File: config.mk
export PLATFORM = sky130hd
export DESIGN_NAME = ex_mem_pipe
export DESIGN_NICKNAME = d
export VERILOG_FILES = /design/src/rtl/ex_mem_pipe_pkg.sv /design/src/rtl/ex_mem_pipe_skid_buf.sv /design/src/rtl/ex_mem_pipe.sv
export SDC_FILE = /design/constraint.sdc
export NUM_CORES = 1
export LEC_CHECK = 0
export CAP_MARGIN = 20
export CORE_MARGIN = 10
export CORE_UTILIZATION = 35
export DETAILED_ROUTE_END_ITERATION = 8
export GPL_ROUTABILITY_DRIVEN = 1
export PLACE_DENSITY = 0.79
export SETUP_SLACK_MARGIN = 0.3
export SKIP_CTS_REPAIR_TIMING = 1
export SLEW_MARGIN = 0
export SYNTH_ARGS = -nofsm -noshare
export SYNTH_HDL_FRONTEND = slang
export SYNTH_SLANG_ARGS = --single-unit
File: constraint.sdc
create_clock -name clk -period 28.3 [get_ports clk]
set_input_delay 8.49 -clock clk [delete_from_list [all_inputs] [get_ports clk]]
set_output_delay 8.49 -clock clk [all_outputs]
set_load 0.01 [all_outputs]
File: src/rtl/ex_mem_pipe_pkg.sv
// Shared constants for the EX->MEM pipeline stage: hold levels, reset values and bus strobes.
// The `define values mirror the core-wide defines.v header and are only set if not already present.
`ifndef Hold_Flag_Bus
`define Hold_Flag_Bus 2:0
`endif
`ifndef Hold_None
`define Hold_None 3'b000
`endif
`ifndef Hold_Pc
`define Hold_Pc 3'b001
`endif
`ifndef Hold_If
`define Hold_If 3'b010
`endif
`ifndef Hold_Id
`define Hold_Id 3'b011
`endif
`ifndef Hold_Ex
`define Hold_Ex 3'b100
`endif
`ifndef ZeroWord
`define ZeroWord 32'h0
`endif
`ifndef ZeroReg
`define ZeroReg 5'h0
`endif
`ifndef WriteEnable
`define WriteEnable 1'b1
`endif
`ifndef WriteDisable
`define WriteDisable 1'b0
`endif
`ifndef RIB_REQ
`define RIB_REQ 1'b1
`endif
`ifndef RIB_NREQ
`define RIB_NREQ 1'b0
`endif

package ex_mem_pipe_pkg;

  typedef logic [`Hold_Flag_Bus] hold_flag_t;

  localparam hold_flag_t HOLD_NONE = `Hold_None;
  localparam hold_flag_t HOLD_PC   = `Hold_Pc;
  localparam hold_flag_t HOLD_IF   = `Hold_If;
  localparam hold_flag_t HOLD_ID   = `Hold_Id;
  localparam hold_flag_t HOLD_EX   = `Hold_Ex;

  localparam logic [31:0] ZERO_WORD     = `ZeroWord;
  localparam logic [4:0]  ZERO_REG      = `ZeroReg;
  localparam logic        WRITE_ENABLE  = `WriteEnable;
  localparam logic        WRITE_DISABLE = `WriteDisable;
  localparam logic        RIB_REQ       = `RIB_REQ;
  localparam logic        RIB_NREQ      = `RIB_NREQ;

  // A stage freezes for its own level and every level that stalls further upstream.
  function automatic logic hold_active(input hold_flag_t flag, input hold_flag_t level);
    return flag >= level;
  endfunction

endpackage

File: src/rtl/ex_mem_pipe_skid_buf.sv
// Generic valid/ready buffer with synchronous flush; one entry by default, main+skid with EX_MEM_SKID_EN.
// Only the valid flags are reset; payload registers are loaded on acceptance and never cleared.
module ex_mem_skid_buf #(
  parameter int DATA_W = 8
) (
  input  logic              clk,
  input  logic              rst,
  input  logic              flush_i,
  input  logic              valid_i,
  output logic              ready_o,
  input  logic [DATA_W-1:0] data_i,
  output logic              valid_o,
  input  logic              ready_i,
  output logic [DATA_W-1:0] data_o,
  output logic [1:0]        occupancy_o
);

`ifdef EX_MEM_SKID_EN
  logic              main_vld_q, main_vld_d;
  logic              skid_vld_q, skid_vld_d;
  logic [DATA_W-1:0] main_data_q, main_data_d;
  logic [DATA_W-1:0] skid_data_q, skid_data_d;
  logic              in_fire, out_fire;

  // ready depends only on state, which breaks the ready_i timing path upstream.
  assign ready_o  = !skid_vld_q;
  assign in_fire  = valid_i && ready_o && !flush_i;
  assign out_fire = main_vld_q && ready_i;

  always_comb begin
    main_vld_d  = main_vld_q;
    skid_vld_d  = skid_vld_q;
    main_data_d = main_data_q;
    skid_data_d = skid_data_q;
    if (flush_i) begin
      main_vld_d = 1'b0;
      skid_vld_d = 1'b0;
    end else if (out_fire) begin
      if (skid_vld_q) begin
        main_data_d = skid_data_q;
        skid_vld_d  = 1'b0;
      end else if (in_fire) begin
        main_data_d = data_i;
      end else begin
        main_vld_d = 1'b0;
      end
    end else if (in_fire) begin
      if (main_vld_q) begin
        skid_vld_d  = 1'b1;
        skid_data_d = data_i;
      end else begin
        main_vld_d  = 1'b1;
        main_data_d = data_i;
      end
    end
  end

  always_ff @(posedge clk or posedge rst) begin
    if (rst) begin
      main_vld_q <= 1'b0;
      skid_vld_q <= 1'b0;
    end else begin
      main_vld_q <= main_vld_d;
      skid_vld_q <= skid_vld_d;
    end
  end

  always_ff @(posedge clk) begin
    main_data_q <= main_data_d;
    skid_data_q <= skid_data_d;
  end

  assign valid_o     = main_vld_q;
  assign data_o      = main_data_q;
  assign occupancy_o = {1'b0, main_vld_q} + {1'b0, skid_vld_q};
`else
  logic              vld_q, vld_d;
  logic [DATA_W-1:0] data_q, data_d;
  logic              in_fire, out_fire;

  assign ready_o  = !vld_q || ready_i;
  assign in_fire  = valid_i && ready_o && !flush_i;
  assign out_fire = vld_q && ready_i;

  always_comb begin
    vld_d  = vld_q;
    data_d = data_q;
    if (flush_i) begin
      vld_d = 1'b0;
    end else if (in_fire) begin
      vld_d  = 1'b1;
      data_d = data_i;
    end else if (out_fire) begin
      vld_d = 1'b0;
    end
  end

  always_ff @(posedge clk or posedge rst) begin
    if (rst) vld_q <= 1'b0;
    else     vld_q <= vld_d;
  end

  always_ff @(posedge clk) begin
    data_q <= data_d;
  end

  assign valid_o     = vld_q;
  assign data_o      = data_q;
  assign occupancy_o = {1'b0, vld_q};
`endif

endmodule

File: src/rtl/ex_mem_pipe.sv
// EX->MEM pipeline register with valid/ready handshake, hold and flush; EX_MEM_SKID_EN adds a skid entry.
// The payload is packed into one vector and stored by ex_mem_skid_buf; reset values are applied here.
module ex_mem_pipe
  import ex_mem_pipe_pkg::*;
#(
  parameter int         XLEN       = 32,
  parameter int         REG_AW     = 5,
  parameter hold_flag_t HOLD_LEVEL = HOLD_EX
) (
  input  logic              clk,
  input  logic              rst,
  input  hold_flag_t        hold_flag_i,
  input  logic              flush_i,
  input  logic              valid_i,
  output logic              ready_o,
  input  logic [XLEN-1:0]   mem_wdata_i,
  input  logic [XLEN-1:0]   mem_raddr_i,
  input  logic [XLEN-1:0]   mem_waddr_i,
  input  logic              mem_we_i,
  input  logic              mem_req_i,
  input  logic              reg_we_i,
  input  logic [XLEN-1:0]   reg_wdata_i,
  input  logic [REG_AW-1:0] reg_waddr_i,
  output logic              valid_o,
  input  logic              ready_i,
  output logic [XLEN-1:0]   mem_wdata_o,
  output logic [XLEN-1:0]   mem_raddr_o,
  output logic [XLEN-1:0]   mem_waddr_o,
  output logic              mem_we_o,
  output logic              mem_req_o,
  output logic              reg_we_o,
  output logic [XLEN-1:0]   reg_wdata_o,
  output logic [REG_AW-1:0] reg_waddr_o,
  output logic [1:0]        occupancy_o
);

  localparam int PL_W = 4 * XLEN + REG_AW + 3;

  logic              hold_en;
  logic              buf_ready, buf_valid;
  logic [PL_W-1:0]   pl_in, pl_out;
  logic [XLEN-1:0]   mem_wdata_s, mem_raddr_s, mem_waddr_s, reg_wdata_s;
  logic [REG_AW-1:0] reg_waddr_s;
  logic              mem_we_s, mem_req_s, reg_we_s;

  assign hold_en = hold_active(hold_flag_i, HOLD_LEVEL);

  assign pl_in = {mem_wdata_i, mem_raddr_i, mem_waddr_i, reg_wdata_i,
                  reg_waddr_i, mem_we_i, mem_req_i, reg_we_i};

  // Hold is applied by masking both handshakes, so the buffer simply sees no transfers.
  ex_mem_skid_buf #(
    .DATA_W (PL_W)
  ) u_buf (
    .clk         (clk),
    .rst         (rst),
    .flush_i     (flush_i),
    .valid_i     (valid_i && !hold_en),
    .ready_o     (buf_ready),
    .data_i      (pl_in),
    .valid_o     (buf_valid),
    .ready_i     (ready_i && !hold_en),
    .data_o      (pl_out),
    .occupancy_o (occupancy_o)
  );

  assign {mem_wdata_s, mem_raddr_s, mem_waddr_s, reg_wdata_s,
          reg_waddr_s, mem_we_s, mem_req_s, reg_we_s} = pl_out;

  assign ready_o = buf_ready && !hold_en;
  assign valid_o = buf_valid && !hold_en;

  // Data fields stay as stored while idle; only the strobes are masked so a bubble never writes.
  assign mem_wdata_o = rst ? XLEN'(ZERO_WORD)  : mem_wdata_s;
  assign mem_raddr_o = rst ? XLEN'(ZERO_WORD)  : mem_raddr_s;
  assign mem_waddr_o = rst ? XLEN'(ZERO_WORD)  : mem_waddr_s;
  assign reg_wdata_o = rst ? XLEN'(ZERO_WORD)  : reg_wdata_s;
  assign reg_waddr_o = rst ? REG_AW'(ZERO_REG) : reg_waddr_s;

  assign mem_we_o  = (valid_o && !rst) ? mem_we_s  : WRITE_DISABLE;
  assign mem_req_o = (valid_o && !rst) ? mem_req_s : RIB_NREQ;
  assign reg_we_o  = (valid_o && !rst) ? reg_we_s  : WRITE_DISABLE;

endmodule

Word-level counts from Yosys, hierarchy flattened

Cells that the tools add are included.

Output and inout port bits: 140
Memories kept: 0
Latch bits: 0
Memory bits (read-only): 0
Input port bits: 144
Bits in writable memories: 0
Register bits: 137
Logic and storage cells: 30

Divide/modulo/power cells: 0
Add/subtract/negate cells: 0
Muxes and demuxes: 11
Reductions and logical operators: 15
$lt $le $gt $ge: 1
Shift operators: 0
Eq/ne operators: 0
Bitwise logic cells: 1
Multiply operators: 0

Operator list:

| cell               | number |
|---|---|
| $mux 32            | 4 |
| $logic_and 1x1->1  | 8 |
| $mux 1             | 6 |
| $mux 5             | 1 |
| $logic_not 1->1    | 4 |
| $ge 3x3->1 const B | 1 |
| $reduce_bool 3->1  | 1 |
| $reduce_and 2->1   | 1 |
| $logic_or 1x1->1   | 1 |
| $not 1->1          | 1 |

Longest topological paths before layout

Gate-level depths: netlist of the first run.

Depth in word-level cells: 8
Mapped depth: 4

By module

A second synthesis of the first run with hierarchy kept.

Cells, all modules: 300
Area, all modules: 5173.7 um2

Modules (own cells, without submodules):

| module          | instances | cells each | area each (um2) | sequential area each (um2) |
|---|---|---|---|---|
| ex_mem_skid_buf | 1         | 145        | 4166.5          | 4108.9 |
| ex_mem_pipe     | 1         | 155        | 1007.2          | 0.0 |

Worst setup path before layout of the first run

OpenSTA, ideal clock, no wires.

Path kind: in2reg
Start point: in ready_i
End point: reg u_buf.data_q[0], in the netlist u_buf.data_o[0], enable pin
Path slack: -2.548 ns
Library setup time: 1.355 ns
Cell stages on the path: 2
Data required time: 26.945 ns
Path buffers: 0
Arrival time: 29.493 ns
Cells stage by stage: inv_1 a2111oi_0

Longest elaborated chain between the ends: 5

RTL lines:

| what                            | line                        | text |
|---|---|---|
| start: declaration              | ex_mem_pipe.sv:25           | `input logic ready_i,` |
| $logic_and 1x1->1               | ex_mem_pipe.sv:62           | `.ready_i (ready_i && !hold_en),` |
| $logic_or 1x1->1                | ex_mem_pipe_skid_buf.sv:81  | `assign ready_o = !vld_q \|\| ready_i;` |
| $logic_and 1x1->1 (2 in series) | ex_mem_pipe_skid_buf.sv:82  | `assign in_fire = valid_i && ready_o && !flush_i;` |
| $reduce_and 2->1 (no line)      | --                          |  |
| end signal: assignment          | ex_mem_pipe_skid_buf.sv:104 | `data_q <= data_d;` |
| end: declaration                | ex_mem_pipe_skid_buf.sv:78  | `logic [DATA_W-1:0] data_q, data_d;` |

Every way passes these cells.
A chain may end at the register's enable or synchronous reset.

Worst setup path in the final report of the first run

Start point: in rst
End point: out mem_req_o

Longest elaborated chain between the ends: 3

RTL lines:

| what                      | line              | text |
|---|---|---|
| start: declaration        | ex_mem_pipe.sv:11 | `input logic rst,` |
| $logic_not 1->1 (no line) | --                |  |
| $logic_and 1x1->1         | ex_mem_pipe.sv:81 | `assign mem_req_o = (valid_o && !rst) ? mem_req_s : RIB_NREQ;` |
| $mux 1                    | ex_mem_pipe.sv:81 |  |
| end: declaration          | ex_mem_pipe.sv:30 | `output logic mem_req_o,` |

Every way passes these cells.

==> impl_metrics.env, run 1 <==
export IMPL_synthDistinctLibCells=16
export IMPL_min_path_type="flip-flop to flip-flop"
export IMPL_avgSynthCellArea_sq_um=17.1
export IMPL_met3_length_mm=2.09
export IMPL_grt_max_degree=74
export IMPL_overflow=0
export IMPL_p_per_area_mw_per_mm2=57.6
export IMPL_post_route_drc_count=0
export IMPL_slew_headroom_pct=40.3
export IMPL_synth_top_area_share_pct=79.1
export IMPL_die_area_sq_mm=0.0200
export IMPL_multi_input_comb_area_sq_um=955
export IMPL_swShare_pct=20.1
export IMPL_routed_via_density=4.34
export IMPL_start_util_pct=35.6
export IMPL_ant_nets=0
export IMPL_fin_crit_ns=18.94
export IMPL_crit_type="input pin to output pin"
export IMPL_maxCapViolations=0
export IMPL_coreArea_sq_mm=0.0145
export IMPL_hold_ws_ns=0.652
export IMPL_seq_area_frac_synth_pct=79.6
export IMPL_die_w_um=141
export IMPL_power_switching_w=0.000101
export IMPL_worst_slew_pin_slew_ns=0.896
export IMPL_critPathLaunchType="input pin"
export IMPL_synth_edf_count=136
export IMPL_p_clk_share_pct=43.4
export IMPL_clk_insertion_delay_late_ns=0.41
export IMPL_synth_area_sq_mm=0.00516
export IMPL_crit_path_start="rst"
export IMPL_hold_viol_final=0
export IMPL_crit_fanout=73
export IMPL_antenna_cells=0
export IMPL_finClkSkew_ns=0.00787
export IMPL_regArea_sq_mm=0.00411
export IMPL_synth_main_ff_cell="edfxtp_1"
export IMPL_grt_pass1_wl_mm=21.7
export IMPL_io_buffers=280
export IMPL_worstPathArrival_ns=10.45
export IMPL_synthCells=301
export IMPL_vdd_ir_drop_max_mv=0.0387
export IMPL_wl_per_cell_um=18.9
export IMPL_final_setup_viol_count=0
export IMPL_power_frac_seq_pct=46.2
export IMPL_layout_drive_gt1_share_pct=5.84
export IMPL_met2_length_mm=7.01
export IMPL_drt_met1_wl_mm=5.38
export IMPL_syn2layout_area_growth_pct=68.8
export IMPL_globalplace_congestion=0.832
export IMPL_r2r_start="u_buf.valid_o$_DFFE_PP0P_"
export IMPL_p_int_w=0.000401
export IMPL_worstHoldStart="u_buf.valid_o$_DFFE_PP0P_"
export IMPL_max_freq_ghz=0.0528
export IMPL_synth_most_common_cell="edfxtp_1"
export IMPL_die_h_um=141
export IMPL_fin_crit_sh_pct=66.9
export IMPL_layout_nets=730
export IMPL_maxSlewViolCount=0
export IMPL_top_layer="met4"
export IMPL_row_count=44
export IMPL_drt_wl_total_mm=14.8
export IMPL_cts_buffers=17
export IMPL_cts_tree="yes"
export IMPL_clockBufferDepth=2
export IMPL_grtUsageTotal_pct=14.3
export IMPL_required_ns=19.81
export IMPL_antenna_found_initial=0
export IMPL_cp_slowest_stage_delay_ns=0.66
export IMPL_vias=3397
export IMPL_ys_warnings_count=0
export IMPL_crit_path_end_kind="output pin"
export IMPL_rrSetupSlack_ns=25.53
export IMPL_dp_hpwl_mm=11.2
export IMPL_fin_setup_tns_ns=0
export IMPL_power_w=0.000502
export IMPL_path_cells="buf_4 -> buf_4 -> nor3b_2 -> and2_1 -> clkdlybuf4s50_1"
export IMPL_ys_top_cells_by_count="edfxtp_1, nor2b_1, and2b_1, clkbuf_1, buf_2"
export IMPL_status="finished, final reports clean"
export IMPL_p_leak_nw=3.04
export IMPL_path_clk_slew_ns=0.05
export IMPL_synthTopCellsByArea="edfxtp_1, nor2b_1, and2b_1, clkbuf_1, buf_2"
export IMPL_drtIter0Drc=139
export IMPL_cts_sinks=137
export IMPL_io_pin_count=284
export IMPL_ys_async_sr_fraction_pct=0.730
export IMPL_htreeDepth=4
export IMPL_fill_cells=1100
export IMPL_synth_fp_nets=445
export IMPL_clock_root_buffer="clkbuf_16"
export IMPL_cpMostUsedCell="buf_4"
export IMPL_crit_path_top_delay_cell="buf_4"
export IMPL_first_pass_iters=4
export IMPL_p_comb_share_pct=10.4
export IMPL_synth_seq_cells=137
export IMPL_yosys_area_top_type="edfxtp_1"
export IMPL_finish_utilization_pct=60.2
export IMPL_rsz0062_at_grt="no"
export IMPL_grt_pass1_vias=3717
-- layer usage --
| metal | global-route usage, % | vias up |
|---|---|---|
| li1 | - | 1616 |
| met1 | 14.2 | 1570 |
| met2 | 22.8 | 191 |
| met3 | 9.38 | 20 |
| met4 | 6.67 | 0 |
| met5 | 0 | - |
-- layout by cell type (no fill, tap or decap) --
cell,instances
clkinv_2,4
clkinvlp_4,4
clkbuf_16,17
conb_1,1
nor2b_1,103
and2b_1,32
nor3b_2,1
clkbuf_1,1
clkdlybuf4s50_1,279
nand2b_1,1
inv_1,3
bufinv_16,3
edfxtp_1,136
a2111oi_2,1
clkinv_1,2
dfrtp_1,1
a21oi_1,1
and2_1,3
clkinv_4,1
buf_4,4
o32ai_1,1
-- cell families (layout without fill, tap and decap cells) --
kind of cell	count (synthesis)	in the layout	share of synthesized area (%)
AOI/OAI and AO/OA	3	3	0.436
and+or+nand+nor	140	140	17.9
other	1	1	0.0727
DFF	137	137	79.6
buffers and inverters	20	318	2.01
-- sequential cells by signal (all words and copies together), names as in the netlist --
name           flops
u_buf.data_o     136
u_buf.valid_o      1
-- layout make-up --
cell class,count,share of cell area [%]
flip-flops and latches,137,47.2
repair buffers,283,32.4
clock buffers,18,4.93
inverters,3,0.129
multi-input cells,144,11.0
clock inverters,14,1.79
well taps,184,2.64
-- worst max-delay path, delay by kind of cell --
kind / cells / cell delay (ns)
AND/OR/NAND/NOR: 2 / 0.33
buffers and inverters: 3 / 1.60
-- final timing paths --
| path | cells past startpoint | to |
|---|---|---|
| min in group asynchronous | 3 | u_buf.valid_o$_DFFE_PP0P_ |
| max reg2reg | 3 | u_buf.data_o[18]$_DFFE_PP_ |
| min | 2 | u_buf.valid_o$_DFFE_PP0P_ |
| min reg2reg | 2 | u_buf.valid_o$_DFFE_PP0P_ |
| max in group asynchronous | 3 | u_buf.valid_o$_DFFE_PP0P_ |
| max | 5 | mem_req_o |
-- power groups by stage --
stage | clock network (W) | logic [W] | registers, W
2_1_floorplan | 0 | 0.0000151 | 0.000239
3_3_place_gp | 0 | 0.0000518 | 0.000236
3_5_place_dp | 0 | 0.0000527 | 0.000236
4_1_cts | 0.000225 | 0.0000530 | 0.000232
5_1_grt | 0.000233 | 0.0000559 | 0.000232
6_report | 0.000218 | 0.0000522 | 0.000232
-- through the flow --
step / area (sq um) / setup slack, ns / instances
2_1_floorplan: 5160 / 4.15 / 301
3_3_place_gp: 8130 / 9.34 / 751
3_5_place_dp: 8130 / 9.32 / 751
4_1_cts: 8710 / 9.32 / 783
5_1_grt: 8710 / 9.19 / 783
6_report: 8710 / 9.36 / 783
No activity file was read; power rests on OpenSTA's default activity.
==> run 2: changes to the inputs <==
==> constraint.sdc (replaced) <==
create_clock -name clk -period 19.9 [get_ports clk]
set_input_delay 5.97 -clock clk [delete_from_list [all_inputs] [get_ports clk]]
set_output_delay 5.97 -clock clk [all_outputs]
set_load 0.01 [all_outputs]
==> impl_metrics.env, run 2 (synthesized netlist as in run 1, its figures left out) <==
export IMPL_status="finished, final reports clean"
export IMPL_worst_slack_ns=6.03
export IMPL_grt_max_degree=81
export IMPL_layout_commonest_cell="clkdlybuf4s50_1"
export IMPL_antenna_cells=0
export IMPL_crit_path_top_delay_cell="buf_4"
export IMPL_path_cells="buf_4 -> buf_4 -> and2b_1 -> clkdlybuf4s50_1"
export IMPL_clockBufferDepth=2
export IMPL_fin_crit_ns=13.87
export IMPL_start_util_pct=35.6
export IMPL_overflow=0
export IMPL_dp_cells=751
export IMPL_hold_viol_final=0
export IMPL_p_clk_share_pct=45.1
export IMPL_fin_crit_sh_pct=69.7
export IMPL_min_path_type="flip-flop to flip-flop"
export IMPL_htreeDepth=4
export IMPL_cp_slowest_stage_delay_ns=0.66
export IMPL_drt_wl_total_mm=15.1
export IMPL_coreArea_sq_mm=0.0145
export IMPL_crit_path_end_kind="output pin"
export IMPL_grtUsageTotal_pct=14.7
export IMPL_die_area_sq_mm=0.0200
export IMPL_layout_drive_gt1_share_pct=6.18
export IMPL_max_freq_ghz=0.0721
export IMPL_p_leak_nw=3.05
export IMPL_maxCapViolations=0
export IMPL_power_frac_seq_pct=44.8
export IMPL_vias=3395
export IMPL_die_w_um=141
export IMPL_power_w=0.000735
export IMPL_wl_per_cell_um=19.3
export IMPL_crit_fanout=80
export IMPL_largest_reg_flops=136
export IMPL_drtIter0Drc=125
export IMPL_power_switching_w=0.000150
export IMPL_worst_slew_pin_slew_ns=0.908
export IMPL_first_pass_iters=4
export IMPL_path_clk_slew_ns=0.06
export IMPL_grt_pass1_vias=3723
export IMPL_slew_headroom_pct=39.5
export IMPL_final_cells=783
export IMPL_clock_root_buffer="clkbuf_16"
export IMPL_grt_pass1_wl_mm=21.9
export IMPL_ant_nets=0
export IMPL_final_cell_mix="clkdlybuf4s50_1, edfxtp_1, nor2b_1, and2b_1, clkbuf_16"
export IMPL_crit_type="input pin to output pin"
export IMPL_io_pin_count=284
export IMPL_cts_sinks=137
export IMPL_io_buffers=280
export IMPL_maxSlewViolCount=0
export IMPL_fin_setup_tns_ns=0
export IMPL_dp_hpwl_mm=11.6
export IMPL_final_setup_viol_count=0
export IMPL_rsz0062_at_grt="no"
export IMPL_dp_slack_ns=5.99
export IMPL_die_h_um=141
export IMPL_routed_via_density=4.34
export IMPL_p_per_area_mw_per_mm2=83.9
export IMPL_syn2layout_area_growth_pct=69.9
export IMPL_hold_ws_ns=0.667
export IMPL_cpMostUsedCell="buf_4"
export IMPL_finClkSkew_ns=0.00450
export IMPL_required_ns=13.93
export IMPL_clk_insertion_delay_late_ns=0.41
export IMPL_cts_buffers=17
export IMPL_row_count=44
export IMPL_critPathLaunchType="input pin"
export IMPL_layout_nets=730
export IMPL_worstPathArrival_ns=7.90
export IMPL_p_comb_share_pct=10.1
export IMPL_post_route_drc_count=0
export IMPL_p_int_w=0.000585
export IMPL_vdd_ir_drop_max_mv=0.0580
export IMPL_antenna_found_initial=0
export IMPL_swShare_pct=20.4
export IMPL_globalplace_congestion=0.811
export IMPL_cts_tree="yes"
## run 2: layout make-up
type	instances	area, sq um
clock inverters	14	198
repair buffers	283	2820
flip-flops and latches	137	4110
clock buffers	18	429
fillers	1089	5710
well taps	184	230
multi-input cells	144	967
inverters	3	11.3
## run 2: per-stage QoR
stage | instance area [sq um] | utilization (%)
after global routing | 8770 | 60.6
after floorplan | 5170 | -
after detailed placement | 8140 | 56.2
after CTS | 8770 | 60.6
after global placement | 8140 | 56.2
final | 8770 | 60.6
## run 2: path summary, 6_finish.rpt
path	start	endpoint	slack, ns	cells after the start
max in group asynchronous	rst	u_buf.valid_o$_DFFE_PP0P_	14.18	2
hold / removal	u_buf.valid_o$_DFFE_PP0P_	u_buf.valid_o$_DFFE_PP0P_	0.67	2
min in group asynchronous	rst	u_buf.valid_o$_DFFE_PP0P_	5.62	2
setup / recovery	rst	reg_waddr_o[3]	6.03	4
setup reg to reg	u_buf.valid_o$_DFFE_PP0P_	u_buf.data_o[98]$_DFFE_PP_	17.12	3
hold reg to reg	u_buf.valid_o$_DFFE_PP0P_	u_buf.valid_o$_DFFE_PP0P_	0.67	2
## run 2: worst max-delay path, delay by kind of cell
family	cells	cell delay (ns)
AND/OR/NAND/NOR	1	0.26
buffers and inverters	3	1.57
## run 2: layer usage
metal	share of wire [%]	vias to the layer above	GRT usage [%]
li1	-	1614	-
met1	33	1578	13.1
met2	51	186	25.2
met3	15	17	10.2
met4	1.4	0	5.70
met5	0	-	0
## run 2: power groups by stage
stage	clock network (W)	logic (W)	registers, W
CTS	0.000340	0.0000758	0.000329
global placement	0	0.0000738	0.000335
detailed placement	0	0.0000754	0.000335
global route	0.000353	0.0000796	0.000330
floorplan	0	0.0000215	0.000337
finish	0.000332	0.0000742	0.000329
